**config.mk**
```make
export PLATFORM = sky130hd
export DESIGN_NAME = pipeline_sequencer
export DESIGN_NICKNAME = d
export VERILOG_FILES = /design/src/rtl/pipeline_sequencer.sv
export SDC_FILE = /design/constraint.sdc
export NUM_CORES = 1
export LEC_CHECK = 0
export CAP_MARGIN = 20
export CORE_MARGIN = 10
export CORE_UTILIZATION = 40
export DETAILED_ROUTE_END_ITERATION = 7
export PLACE_DENSITY = 0.7
export SKIP_LAST_GASP = 1
export SLEW_MARGIN = 0
export SYNTH_ARGS = -nofsm -noshare
export SYNTH_HDL_FRONTEND = slang
export SYNTH_SLANG_ARGS = --single-unit
```
**constraint.sdc**
```tcl
create_clock -name clk -period 2.1 [get_ports clk]
set_input_delay 0.63 -clock clk [delete_from_list [all_inputs] [get_ports clk]]
set_output_delay 0.63 -clock clk [all_outputs]
set_load 0.05 [all_outputs]
```
**src/rtl/pipeline_sequencer.sv**
```systemverilog
// Stall/flush sequencer for a 5-stage pipeline: hazard priority decode, data-memory
// wait-state tracking with timeout, and a saturating stall-cycle counter.
//
// state    | meaning
// RUN      | normal flow, no outstanding unacknowledged memory access
// MEM_WAIT | MEM-stage access outstanding, pipeline frozen until ack
// MEM_ERR  | memory timed out; pipeline halted until reset
module pipeline_sequencer #(
    parameter int unsigned MEM_TIMEOUT = 16
) (
    input  logic        clk,
    input  logic        rst_n,
    input  logic [3:0]  ID_rn,
    input  logic [3:0]  ID_rm,
    input  logic        ID_rn_used,
    input  logic        ID_rm_used,
    input  logic        EX_load_instr,
    input  logic        EX_RF_enable,
    input  logic [3:0]  EX_rd,
    input  logic        EX_B_instr,
    input  logic        EX_cond_true,
    input  logic        MEM_mem_instr,
    input  logic        dmem_ack,
    output logic        PC_enable,
    output logic        IF_ID_enable,
    output logic        ID_EX_enable,
    output logic        EX_MEM_enable,
    output logic        IF_ID_flush,
    output logic        ID_EX_bubble,
    output logic        MEM_WB_bubble,
    output logic        dmem_req,
    output logic        mem_error,
    output logic [15:0] stall_count
);

    typedef enum logic [1:0] {
        RUN      = 2'd0,
        MEM_WAIT = 2'd1,
        MEM_ERR  = 2'd2
    } state_t;

    localparam logic [8:0] TIMEOUT_W = 9'(MEM_TIMEOUT);

    state_t      state_q, state_d;
    logic [7:0]  wait_cnt_q, wait_cnt_d;
    logic [15:0] stall_count_q, stall_count_d;

    logic memstall, taken, loaduse;

    always_comb begin
        memstall = MEM_mem_instr & ~dmem_ack;
        taken    = EX_B_instr & EX_cond_true;
        loaduse  = EX_load_instr & EX_RF_enable &
                   ((ID_rn_used & (ID_rn == EX_rd)) | (ID_rm_used & (ID_rm == EX_rd)));
    end

    // Outputs are forced low while reset is held, independent of the clock.
    always_comb begin
        PC_enable     = 1'b0;
        IF_ID_enable  = 1'b0;
        ID_EX_enable  = 1'b0;
        EX_MEM_enable = 1'b0;
        IF_ID_flush   = 1'b0;
        ID_EX_bubble  = 1'b0;
        MEM_WB_bubble = 1'b0;
        dmem_req      = 1'b0;
        if (rst_n && state_q != MEM_ERR) begin
            dmem_req = MEM_mem_instr;
            if (memstall) begin
                MEM_WB_bubble = 1'b1;
            end else if (taken) begin
                PC_enable     = 1'b1;
                IF_ID_flush   = 1'b1;
                ID_EX_bubble  = 1'b1;
                EX_MEM_enable = 1'b1;
            end else if (loaduse) begin
                ID_EX_bubble  = 1'b1;
                EX_MEM_enable = 1'b1;
            end else begin
                PC_enable     = 1'b1;
                IF_ID_enable  = 1'b1;
                ID_EX_enable  = 1'b1;
                EX_MEM_enable = 1'b1;
            end
        end
    end

    // wait_cnt holds the number of unacked request cycles already elapsed.
    always_comb begin
        state_d    = state_q;
        wait_cnt_d = wait_cnt_q;
        case (state_q)
            RUN, MEM_WAIT: begin
                if (memstall) begin
                    wait_cnt_d = wait_cnt_q + 8'd1;
                    if (({1'b0, wait_cnt_q} + 9'd1) == TIMEOUT_W)
                        state_d = MEM_ERR;
                    else
                        state_d = MEM_WAIT;
                end else begin
                    state_d    = RUN;
                    wait_cnt_d = 8'd0;
                end
            end
            MEM_ERR: state_d = MEM_ERR;
            default: begin
                state_d    = RUN;
                wait_cnt_d = 8'd0;
            end
        endcase
    end

    always_comb begin
        stall_count_d = stall_count_q;
        if (!PC_enable && state_q != MEM_ERR && stall_count_q != 16'hFFFF)
            stall_count_d = stall_count_q + 16'd1;
    end

    always_ff @(posedge clk or negedge rst_n) begin
        if (!rst_n) begin
            state_q       <= RUN;
            wait_cnt_q    <= 8'd0;
            stall_count_q <= 16'd0;
        end else begin
            state_q       <= state_d;
            wait_cnt_q    <= wait_cnt_d;
            stall_count_q <= stall_count_d;
        end
    end

    assign mem_error   = (state_q == MEM_ERR);
    assign stall_count = stall_count_q;

endmodule
```
# Yosys cells after proc, flatten, opt, wreduce, memory -nomap -nowiden
# Index checks and enable logic that the tools add are counted.
# totals
reg_bits	26
wordCells	51
in_bits	22
output_inout_bits	25
# classes
addsub	3
muxes	24
reduce_logical	6
bitwise_logic	8
n_eq_ne	7
# op_table
cell	n
1-bit 2-to-1 mux	19
16-bit by 1-bit adder with 16-bit output (second input constant)	1
16-bit != test (second input constant)	1
8-bit one-hot mux with 2 select lines	1
8-bit by 1-bit adder with 9-bit output (second input constant)	1
9-bit by 5-bit == test with 1-bit output (second input constant)	1
8-bit by 1-bit adder with 8-bit output (second input constant)	1
4-bit == test	2
8-bit 2-to-1 mux	1
1-bit AND	6
2-bit 2-to-1 mux	2
2-bit one-hot mux with 2 select lines	1
1-bit logical AND	3
2-bit by 1-bit == test with 1-bit output (second input constant)	1
2-bit == test (second input constant)	1
2-bit logical NOT	1
2-bit != test (second input constant)	1
2-bit OR reduction	1
1-bit logical NOT	1
1-bit inverter	1
1-bit OR	1

# Longest topological paths before layout
# Gate-level depths: netlist of the first run.
# depth
depth_word	11
mapped_depth	7
mapped_depth_nobuf	7

# Worst setup path before layout of the first run
# Ideal clock, no wire load.
# synth_timing
path_kind	input-to-output
start	input dmem_ack
end	output IF_ID_enable
arrival_ps	2298
setup_slack_ps	-828
path_stages	5
path_buffers	1
required_time_ps	1470
path_cell_list	nand2b_1 > nand3_1 > inv_1 > and3_1 > buf_4
# synth_between
elab_chain_cells	4
# synth_rtl
element	line	text
start, declared	23	input logic dmem_ack,
1-bit inverter	51	memstall = MEM_mem_instr & ~dmem_ack;
1-bit AND	51	
1-bit 2-to-1 mux (2 in series)	-	
end, declared	25	output logic IF_ID_enable,
# Every way passes these cells.

# Final worst setup path of the first run
# layout_timing
start	input EX_rd[0]
end	output ID_EX_bubble
# layout_between
elab_chain_cells	8
word_cells_on_any_way	10
classes_between	2 x eq/ne; 4 x mux; 4 x bitwise
# layout_rtl
element	line	text
start, declared	19	input logic [3:0] EX_rd,
4-bit == test	54	((ID_rn_used & (ID_rn == EX_rd)) | (ID_rm_used & (ID_rm == EX_rd)));
1-bit AND	54	
1-bit OR *	54	
1-bit AND *	53	loaduse = EX_load_instr & EX_RF_enable &
1-bit 2-to-1 mux *	76	end else if (loaduse) begin
1-bit 2-to-1 mux *	71	end else if (taken) begin
1-bit 2-to-1 mux *	69	if (memstall) begin
1-bit 2-to-1 mux *	67	if (rst_n && state_q != MEM_ERR) begin
end, declared	29	output logic ID_EX_bubble,
# Every way passes the cells marked *; elsewhere a longest branch is shown, timed or not.

==> results of run 1 <==
==> per-stage QoR <==
step / hold WS (ns) / power (mW) / instance area, um2 / setup slack (ns) / TNS (ns)
3_5_place_dp: 0.485 / 1.45 / 2170 / -0.596 / -8.70
2_1_floorplan: 0.334 / 1.15 / 1560 / -0.213 / -0.521
6_report: 0.434 / 1.90 / 2470 / -0.178 / -0.611
5_1_grt: 0.440 / 2.00 / 2470 / -0.234 / -1.42
3_3_place_gp: 0.477 / 1.43 / 2170 / -0.531 / -7.63
4_1_cts: 0.445 / 1.88 / 2330 / -0.143 / -0.448
==> layout by cell type (no fill, tap or decap), types with 4 or more instances in the layout <==
cell           Yosys  layout
o31ai_1            8       8
nand4_1            5       5
xor2_1             4       4
o21ai_0           18      18
xnor2_2            0       4
a21oi_1            5       4
dfrtp_1           26      26
nand3_1           11       8
dlygate4sd2_1      0       6
nor2_1             9       6
buf_6              1       8
buf_4              1      35
buf_12             0       9
nand2_1           28      26
==> cell usage after synthesis <==
| cell | n |
|---|---|
| nor3_1 | 3 |
| o41ai_1 | 3 |
| xnor2_1 | 9 |
| a21oi_1 | 5 |
| nand2b_1 | 2 |
| xor2_1 | 4 |
| o22ai_1 | 1 |
| inv_1 | 3 |
| buf_4 | 1 |
| nand2_2 | 1 |
| nor2_1 | 9 |
| ha_1 | 2 |
| a41oi_1 | 1 |
| o22ai_2 | 1 |
| clkinv_1 | 1 |
| and4_1 | 2 |
| and2_1 | 1 |
| nor3_2 | 1 |
| nand3_1 | 11 |
| o211ai_2 | 2 |
| or3_4 | 1 |
| and3_1 | 4 |
| nand2_1 | 28 |
| and3_4 | 1 |
| nand4_1 | 5 |
| dfrtp_1 | 26 |
| a22o_1 | 1 |
| buf_6 | 1 |
| clkbuf_1 | 1 |
| o31ai_1 | 8 |
| mux2i_1 | 1 |
| a31oi_1 | 2 |
| o21ai_0 | 18 |
| buf_2 | 1 |
| o21ai_4 | 1 |
| a21oi_4 | 1 |
| o21a_1 | 1 |
| or2_2 | 2 |
| a21o_1 | 1 |
==> worst reg2reg max path, stage by stage (launching register included) <==
cell and delay, ns:
dfrtp_1 0.42, ha_1 0.23, nand2_1 0.08, or3_4 0.35
mux2i_1 0.20, a31oi_1 0.11, nor3_1 0.27, a21o_1 0.16
==> worst max path at each step <==
stage | start | to | slack [ns] | cells after the start
global placement | EX_rd[0] | ID_EX_bubble | -0.53 | 7
floorplan | dmem_ack | IF_ID_enable | -0.21 | 5
detailed placement | EX_rd[2] | ID_EX_bubble | -0.60 | 7
global route | EX_rd[0] | ID_EX_bubble | -0.23 | 7
finish | EX_rd[0] | ID_EX_bubble | -0.18 | 7
CTS | EX_rd[3] | ID_EX_bubble | -0.14 | 7
==> what timing repair did <==
item	CTS	global route
hold endpoints to repair	0	0
setup endpoints to repair	20	8
setup buffers	6	4
pin swaps	22	13
cloned	0	0
resized for setup	81	24
==> per-layer routing <==
layer | vias to the layer above | track usage
met3 | 4 | 0.0284
met4 | 0 | 0.0306
li1 | 747 | -
met5 | - | 0
met2 | 53 | 0.234
met1 | 706 | 0.167
==> flip-flops by register name, summed over array words and instances, names as in the netlist <==
name / cells
stall_count: 16
wait_cnt_q: 8
state_q: 2
==> power groups by stage <==
stage	Clock (mW)	Combinational, mW	Sequential [mW]
global route	0.438	0.863	0.701
finish	0.407	0.810	0.681
CTS	0.418	0.780	0.680
detailed placement	0	0.760	0.691
global placement	0	0.748	0.678
floorplan	0	0.231	0.921
==> kinds of logic after synthesis <==
logic type      count (synthesis)  share of synthesized area
compound gates                 46                      0.213
buf+inv                         8                     0.0280
fa+ha+maj                       2                     0.0165
flops                          26                      0.429
mux                             1                    0.00660
xor+xnor                       13                     0.0750
simple gates                   71                      0.232
==> layout make-up <==
cell class	instances	area [um2]
Fill cell	277	1190
Multi-Input combinational cell	133	998
Timing Repair Buffer	67	672
Sequential cell	26	651
Tap cell	48	60.1
Clock buffer	3	41.3
Clock inverter	1	30.0
Inverter	4	22.5
==> flow_summary.ini, run 1 <==
[run_status]
status = finished with violations
violations = negative setup slack

[critical_path]
critPathMaxStageDelay_ns = 0.20
crit_path_start_kind = input pin
reg2regPathDepth = 7
critPathSlowestCell = xnor2_1
r2r_slack_ns = 0.23
crit_chain = buf_6, xnor2_1, nand3_2, o22ai_2, nand2_2, a21oi_4, buf_12
cp.required_ns = 1.47
critical_path_class = in -> out
rr_startpoint = wait_cnt_q[0]
critPathCaptureType = output port
crit_family = compound AO/OA/AOI/OAI gates
arrival_ns = 1.65
rr_endpoint = state_q[1]
path_max_fanout = 2
crit_buf_inv = 2

[clock_tree]
clk_path_buf_depth = 2
tritoncts = yes
cts_hold_buf = 0
clock_latency_ns = 0.26
path_clk_slew_ns = 0.09
cts_root_buf = clkbuf_8
cts.sinks = 26
numCtsBuffers = 3
cts_htree_levels = 1

[logic_synthesis]
yosysUniqueCellTypes = 39
synth_top_cell_by_area = dfrtp_1
yosysWarnings = 0
synth_top_area_frac = 0.429
yosysSeqAreaShare = 0.429
synth-seq-cells = 26
syn_nets = 191
yosys-top-cells-area = dfrtp_1, nand2_1, o21ai_0
syn_area_um2 = 1520
synthCells = 167
syn_area_per_cell_um2 = 9.09

[route]
firstDrtPassIters = 4
drt_wl_total_um = 4510
avgRoutedWirePerCell_um = 16.0
met3_wirelength_um = 278
drtIter0Drc = 87
drt-met1-wl_um = 1900
via_per_inst = 5.35
dr_wl_met2_um = 2280
dr_total_vias = 1510
drc = 0
top_layer_used = met4
drtAntennaViolNets = 0

[grt]
grt_pass1_wl_um = 7320
grt_pass1_vias = 1507
grt_use_total = 0.135
grt-ovfl-total = 0
antenna_found_initial = 0
grt_max_degree = 19

[power]
netSwitchingFraction = 0.403
p_comb_frac = 0.427
p_leak_nw = 1.09
switching_power_uw = 765
clockPowerShare = 0.214
power.density_nw_per_um2 = 767
p_int_mw = 1.13
ir_worst_vdd_mv = 0.712
seq_power_share = 0.359

[die]
die_h_um = 81.6
die_w_um = 81.6
dieArea_um2 = 6660
core_area_um2 = 3660
rows = 22
ioPinCount = 47
initial_utilization = 0.415

[sta]
setup_ws_ns = -0.178
max_freq_mhz = 439
min_period_ns = 2.28
maxSlewViolCount = 0
skew_ns = 0.00562
timing.final.setup_violations = 4
worstMarginPinSlew_ns = 0.359
hold_violations = 0
period_share = 1.08
relSlewSlack = 0.760
rsz0062_at_grt = yes

[layout]
drive_above_1_share = 0.419
final_nets = 259
n_antenna_cell = 0
final_cells = 282
final_util = 0.676
synthToLayoutAreaGrowth_pct = 63.1

[min_path]
min_path_type = in -> async

[placement]
place.gp.congestion = 0.856
dp_hpwl_um = 3350
placed_cells = 269
port_buffers = 46

[job]
drv_cap = 0
Note: power is estimated with default switching activity, not from simulation.
==> run 2, diff against run 1 <==
--- a/config.mk
+++ b/config.mk
@@ -5,10 +5,11 @@
 export SDC_FILE = /design/constraint.sdc
 export NUM_CORES = 1
 export LEC_CHECK = 0
-export CAP_MARGIN = 20
+export CAP_MARGIN = 0
 export CORE_MARGIN = 10
 export CORE_UTILIZATION = 40
 export DETAILED_ROUTE_END_ITERATION = 7
+export GPL_TIMING_DRIVEN = 0
 export PLACE_DENSITY = 0.7
 export SKIP_LAST_GASP = 1
 export SLEW_MARGIN = 0
==> flow_summary.ini, run 2 (synthesized netlist as in run 1, its figures left out) <==
[sta]
period_share = 1.11
rsz0062_at_grt = yes
skew_ns = 0.00624
maxSlewViolCount = 0
relSlewSlack = 0.659
hold_ws_ns = 0.206
max_freq_mhz = 429
hold_violations = 0
worstMarginPinSlew_ns = 0.513
setup_ws_ns = -0.230
setup-tns-final_ns = -0.735
min_period_ns = 2.33
timing.final.setup_violations = 4

[route]
avgRoutedWirePerCell_um = 16.0
firstDrtPassIters = 4
drtIter0Drc = 117
via_per_inst = 5.34
drt_wl_total_um = 4410
met3_wirelength_um = 296
dr_total_vias = 1475
dr_wl_met2_um = 2080
drc = 0
top_layer_used = met4
drt-met1-wl_um = 1960
drtAntennaViolNets = 0

[power]
seq_power_share = 0.387
ir_worst_vdd_mv = 0.547
p_int_uw = 993
p_comb_frac = 0.427
clockPowerShare = 0.186
switching_power_uw = 760
power.density_nw_per_um2 = 756
p_leak_nw = 1.06
netSwitchingFraction = 0.434

[min_path]
min_path_type = in -> async

[clock_tree]
cts_htree_levels = 1
path_clk_slew_ns = 0.09
cts_root_buf = clkbuf_8
cts.sinks = 26
numCtsBuffers = 3
clock_latency_ns = 0.27
clk_path_buf_depth = 2
tritoncts = yes
cts_hold_buf = 0

[layout]
n_antenna_cell = 0
final_common_cell = nand2_1
drive_above_1_share = 0.311
fillerInstances = 308
final_cells = 276
final_cell_mix = nand2_1, dfrtp_1, dlygate4sd2_1
synthToLayoutAreaGrowth_pct = 52.8
fin_area_um2 = 2320
final_nets = 253
largest_reg_flops = 16

[die]
initial_utilization = 0.415
die_h_um = 81.6
die_w_um = 81.6
core_area_um2 = 3660
dieArea_um2 = 6660
rows = 22
ioPinCount = 47

[critical_path]
rr_endpoint = stall_count[9]
cp.required_ns = 1.47
crit_chain = buf_6, xnor2_2, nand3_2, o22ai_2, nand2_1, and3_4, buf_8, buf_8
crit_path_start_kind = input pin
path_max_fanout = 2
arrival_ns = 1.70
critPathCaptureType = output port
critPathSlowestCell = and3_4
crit_path_frequent_cell = buf_8
critPathMaxStageDelay_ns = 0.17
cp-startpoint = ID_rn[0]
r2r_slack_ns = 0.22
rr_startpoint = stall_count[0]
critical_path_class = in -> out
crit_path_end = IF_ID_enable
reg2regPathDepth = 7

[grt]
antenna_found_initial = 0
grt-ovfl-total = 0
grt_use_total = 0.124
grt_pass1_vias = 1403
grt_max_degree = 30
grt_pass1_wl_um = 6620

[placement]
dp_hpwl_um = 3140
place.gp.congestion = 0.837
place_area_um2 = 2080
placed_cells = 261
port_buffers = 46
place_ws_ns = -2.15

[run_status]
violations = negative setup slack
status = finished with violations

[job]
drv_cap = 0
[run 2: cell count changes in the layout (fill, tap and decap cells not counted), moves of 2 or more]
| cell | before | now |
|---|---|---|
| dlygate4sd2_1 | 6 | 22 |
| nor2_1 | 6 | 8 |
| buf_2 | 3 | 6 |
| nor2_4 | 2 | 0 |
| buf_12 | 9 | 0 |
| buf_6 | 8 | 11 |
| buf_4 | 35 | 13 |
| clkbuf_4 | 0 | 2 |
[run 2: layer usage]
| layer | global-route usage | up-vias |
|---|---|---|
| li1 | - | 730 |
| met1 | 0.153 | 692 |
| met2 | 0.208 | 47 |
| met3 | 0.0262 | 6 |
| met4 | 0.0425 | 0 |
| met5 | 0 | - |
[run 2: layout make-up]
class                      count  area [um2]  area share
buffer                         4        35.0      0.0151
sequential                    26         651       0.281
multi-input combinational    133         990       0.427
clock buffer                   4        55.1      0.0237
timing repair buffer          57         508       0.219
tap                           48        60.1      0.0259
inverter                       4        20.0     0.00863
[run 2: per-stage QoR]
stage	total power, mW	util
floorplan	1.15	-
global placement	1.42	0.568
detailed placement	1.44	0.568
CTS	1.75	0.612
global route	1.86	0.633
finish	1.75	0.633
[run 2: worst max-delay path, delay by kind of cell]
family                    cells  cell delay [ns]
AOI/OAI and AO/OA             1             0.16
xor gates and xnor gates      1             0.16
buffers and inverters         3             0.36
and+or+nand+nor               3             0.39
[run 2: repair_timing]
action	in CTS	in global routing
setup endpoints to repair	41	7
gates resized for setup	158	14
pin swaps	22	12
setup buffers	11	1
[run 2: power by group through the flow]
stage,registers [mW],clock network (mW),logic [mW]
6_report,0.678,0.326,0.749
5_1_grt,0.691,0.360,0.804
3_3_place_gp,0.681,0,0.738
3_5_place_dp,0.688,0,0.750
4_1_cts,0.675,0.339,0.732
2_1_floorplan,0.921,0,0.231
[run 2: how the worst min path moves through the flow]
stage                    from              to  slack [ns]  depth (start not counted)
2_1_floorplan           rst_n  stall_count[0]        0.33                          0
3_3_place_gp   stall_count[7]  stall_count[7]        0.47                          1
3_5_place_dp   stall_count[7]  stall_count[7]        0.48                          1
4_1_cts                 rst_n  stall_count[9]        0.21                          1
5_1_grt                 rst_n  stall_count[9]        0.21                          1
6_report                rst_n  stall_count[9]        0.21                          1
==> run 3, diff against run 2 <==
--- a/config.mk
+++ b/config.mk
@@ -6,10 +6,11 @@
 export NUM_CORES = 1
 export LEC_CHECK = 0
 export CAP_MARGIN = 0
-export CORE_MARGIN = 10
+export CORE_ASPECT_RATIO = 1.5
 export CORE_UTILIZATION = 40
 export DETAILED_ROUTE_END_ITERATION = 7
 export GPL_TIMING_DRIVEN = 0
+export HOLD_SLACK_MARGIN = 0.02
 export PLACE_DENSITY = 0.7
 export SKIP_LAST_GASP = 1
 export SLEW_MARGIN = 0
==> flow_summary.ini, run 3 (synthesized netlist as in run 1, its figures left out) <==
[critical_path]
path_max_fanout = 2
rr_startpoint = stall_count[0]
cp.required_ns = 1.47
critPathCaptureType = output port
crit_path_start_kind = input pin
crit_path_frequent_cell = buf_8
rr_endpoint = stall_count[13]
reg2regPathDepth = 7
critPathSlowestCell = xnor2_2
arrival_ns = 1.71
r2r_slack_ns = 0.16
critical_path_class = in -> out
critPathMaxStageDelay_ns = 0.20
crit_chain = buf_6, xnor2_2, nand3_2, o22ai_2, nand2_2, and3_4, buf_8, buf_8

[layout]
final_cell_mix = dfrtp_1, nand2_1, o21ai_0
n_antenna_cell = 0
final_nets = 252
synthToLayoutAreaGrowth_pct = 52.4
ff_latch_area_um2 = 651
drive_above_1_share = 0.319
final_common_cell = dfrtp_1
fillerInstances = 306
multi_input_area_um2 = 991
final_cells = 269
largest_reg_flops = 16

[placement]
dp_hpwl_um = 2800
placed_cells = 256
place.gp.congestion = 0.828
port_buffers = 46

[sta]
relSlewSlack = 0.662
max_freq_mhz = 428
rsz0062_at_grt = yes
maxSlewViolCount = 0
min_period_ns = 2.34
setup-tns-final_ns = -0.696
timing.final.setup_violations = 5
worstMarginPinSlew_ns = 0.506
setup_ws_ns = -0.235
period_share = 1.11
hold_violations = 0
skew_ns = 0.00998

[grt]
grt_pass1_wl_um = 6760
grt-ovfl-total = 0
grt_max_degree = 30
antenna_found_initial = 0
grt_pass1_vias = 1496
grt_use_total = 0.214

[die]
rows = 27
die_h_um = 77.4
dieArea_um2 = 4050
core_area_um2 = 3650
die_w_um = 52.3
initial_utilization = 0.416
ioPinCount = 47

[clock_tree]
cts_hold_buf = 0
clk_path_buf_depth = 2
cts_htree_levels = 1
cts_root_buf = clkbuf_8
path_clk_slew_ns = 0.09
tritoncts = yes
cts.sinks = 26
clock_latency_ns = 0.26
numCtsBuffers = 3

[route]
avgRoutedWirePerCell_um = 15.7
firstDrtPassIters = 6
drtAntennaViolNets = 0
drc = 0
drt_wl_total_um = 4210
dr_total_vias = 1524
drtIter0Drc = 40
via_per_inst = 5.67

[power]
switching_power_uw = 750
clockPowerShare = 0.159
ir_worst_vdd_mv = 0.420
netSwitchingFraction = 0.439
seq_power_share = 0.398
p_leak_nw = 1.08
p_int_uw = 957
p_comb_frac = 0.442
power.density_nw_per_um2 = 738

[run_status]
status = finished with violations
violations = negative setup slack

[job]
drv_cap = 0

[min_path]
min_path_type = in -> async
[run 3: metrics by stage]
step / total power [mW] / worst slack, ns / util / cell area (um2) / hold WS [ns]
floorplan: 1.15 / -0.213 / - / 1560 / 0.334
global placement: 1.41 / -2.08 / 0.569 / 2070 / 0.475
detailed placement: 1.43 / -2.17 / 0.569 / 2070 / 0.470
CTS: 1.68 / -0.216 / 0.595 / 2170 / 0.224
global route: 1.80 / -0.262 / 0.634 / 2310 / 0.207
finish: 1.71 / -0.235 / 0.634 / 2310 / 0.201
[run 3: worst max-delay path: cells and delay by family]
family	cells	cell delay, ns
xor gates and xnor gates	1	0.20
buffers and inverters	3	0.36
and+or+nand+nor	3	0.37
AOI/OAI and AO/OA	1	0.14
[run 3: layout make-up]
cell class                      instances  share of cell area
Multi-Input combinational cell        133               0.428
Sequential cell                        26               0.281
Timing Repair Buffer                   56               0.224
Tap cell                               43              0.0233
Clock buffer                            3              0.0178
Buffer                                  4              0.0162
Inverter                                4             0.00865
[run 3: layer usage]
metal  share of wire  vias up  global-route usage
met1            0.39      750               0.261
met2            0.55       33               0.386
met3           0.031       12              0.0196
li1                -      729                   -
met4           0.025        0              0.0526
met5               0        -                   0
[run 3: power by group through the flow]
stage / registers, mW / clock network, mW / logic [mW]
after floorplan: 0.921 / 0 / 0.231
after global placement: 0.683 / 0 / 0.732
final: 0.680 / 0.272 / 0.755
after detailed placement: 0.689 / 0 / 0.745
after CTS: 0.677 / 0.284 / 0.718
after global routing: 0.699 / 0.305 / 0.800
[run 3: worst max-delay path by stage]
| stage | depth (start not counted) | endpoint | startpoint |
|---|---|---|---|
| after detailed placement | 6 | IF_ID_enable | rst_n |
| after CTS | 8 | IF_ID_enable | EX_rd[3] |
| after global placement | 6 | IF_ID_enable | rst_n |
| after floorplan | 5 | IF_ID_enable | dmem_ack |
| after global routing | 8 | IF_ID_enable | EX_rd[2] |
| final | 8 | IF_ID_enable | EX_rd[2] |
[run 3: what timing repair did]
action,4_1_cts,5_1_grt
endpoints found under the setup margin,39,9
resized for setup,148,29
pin swaps,22,14
setup buffers,12,2
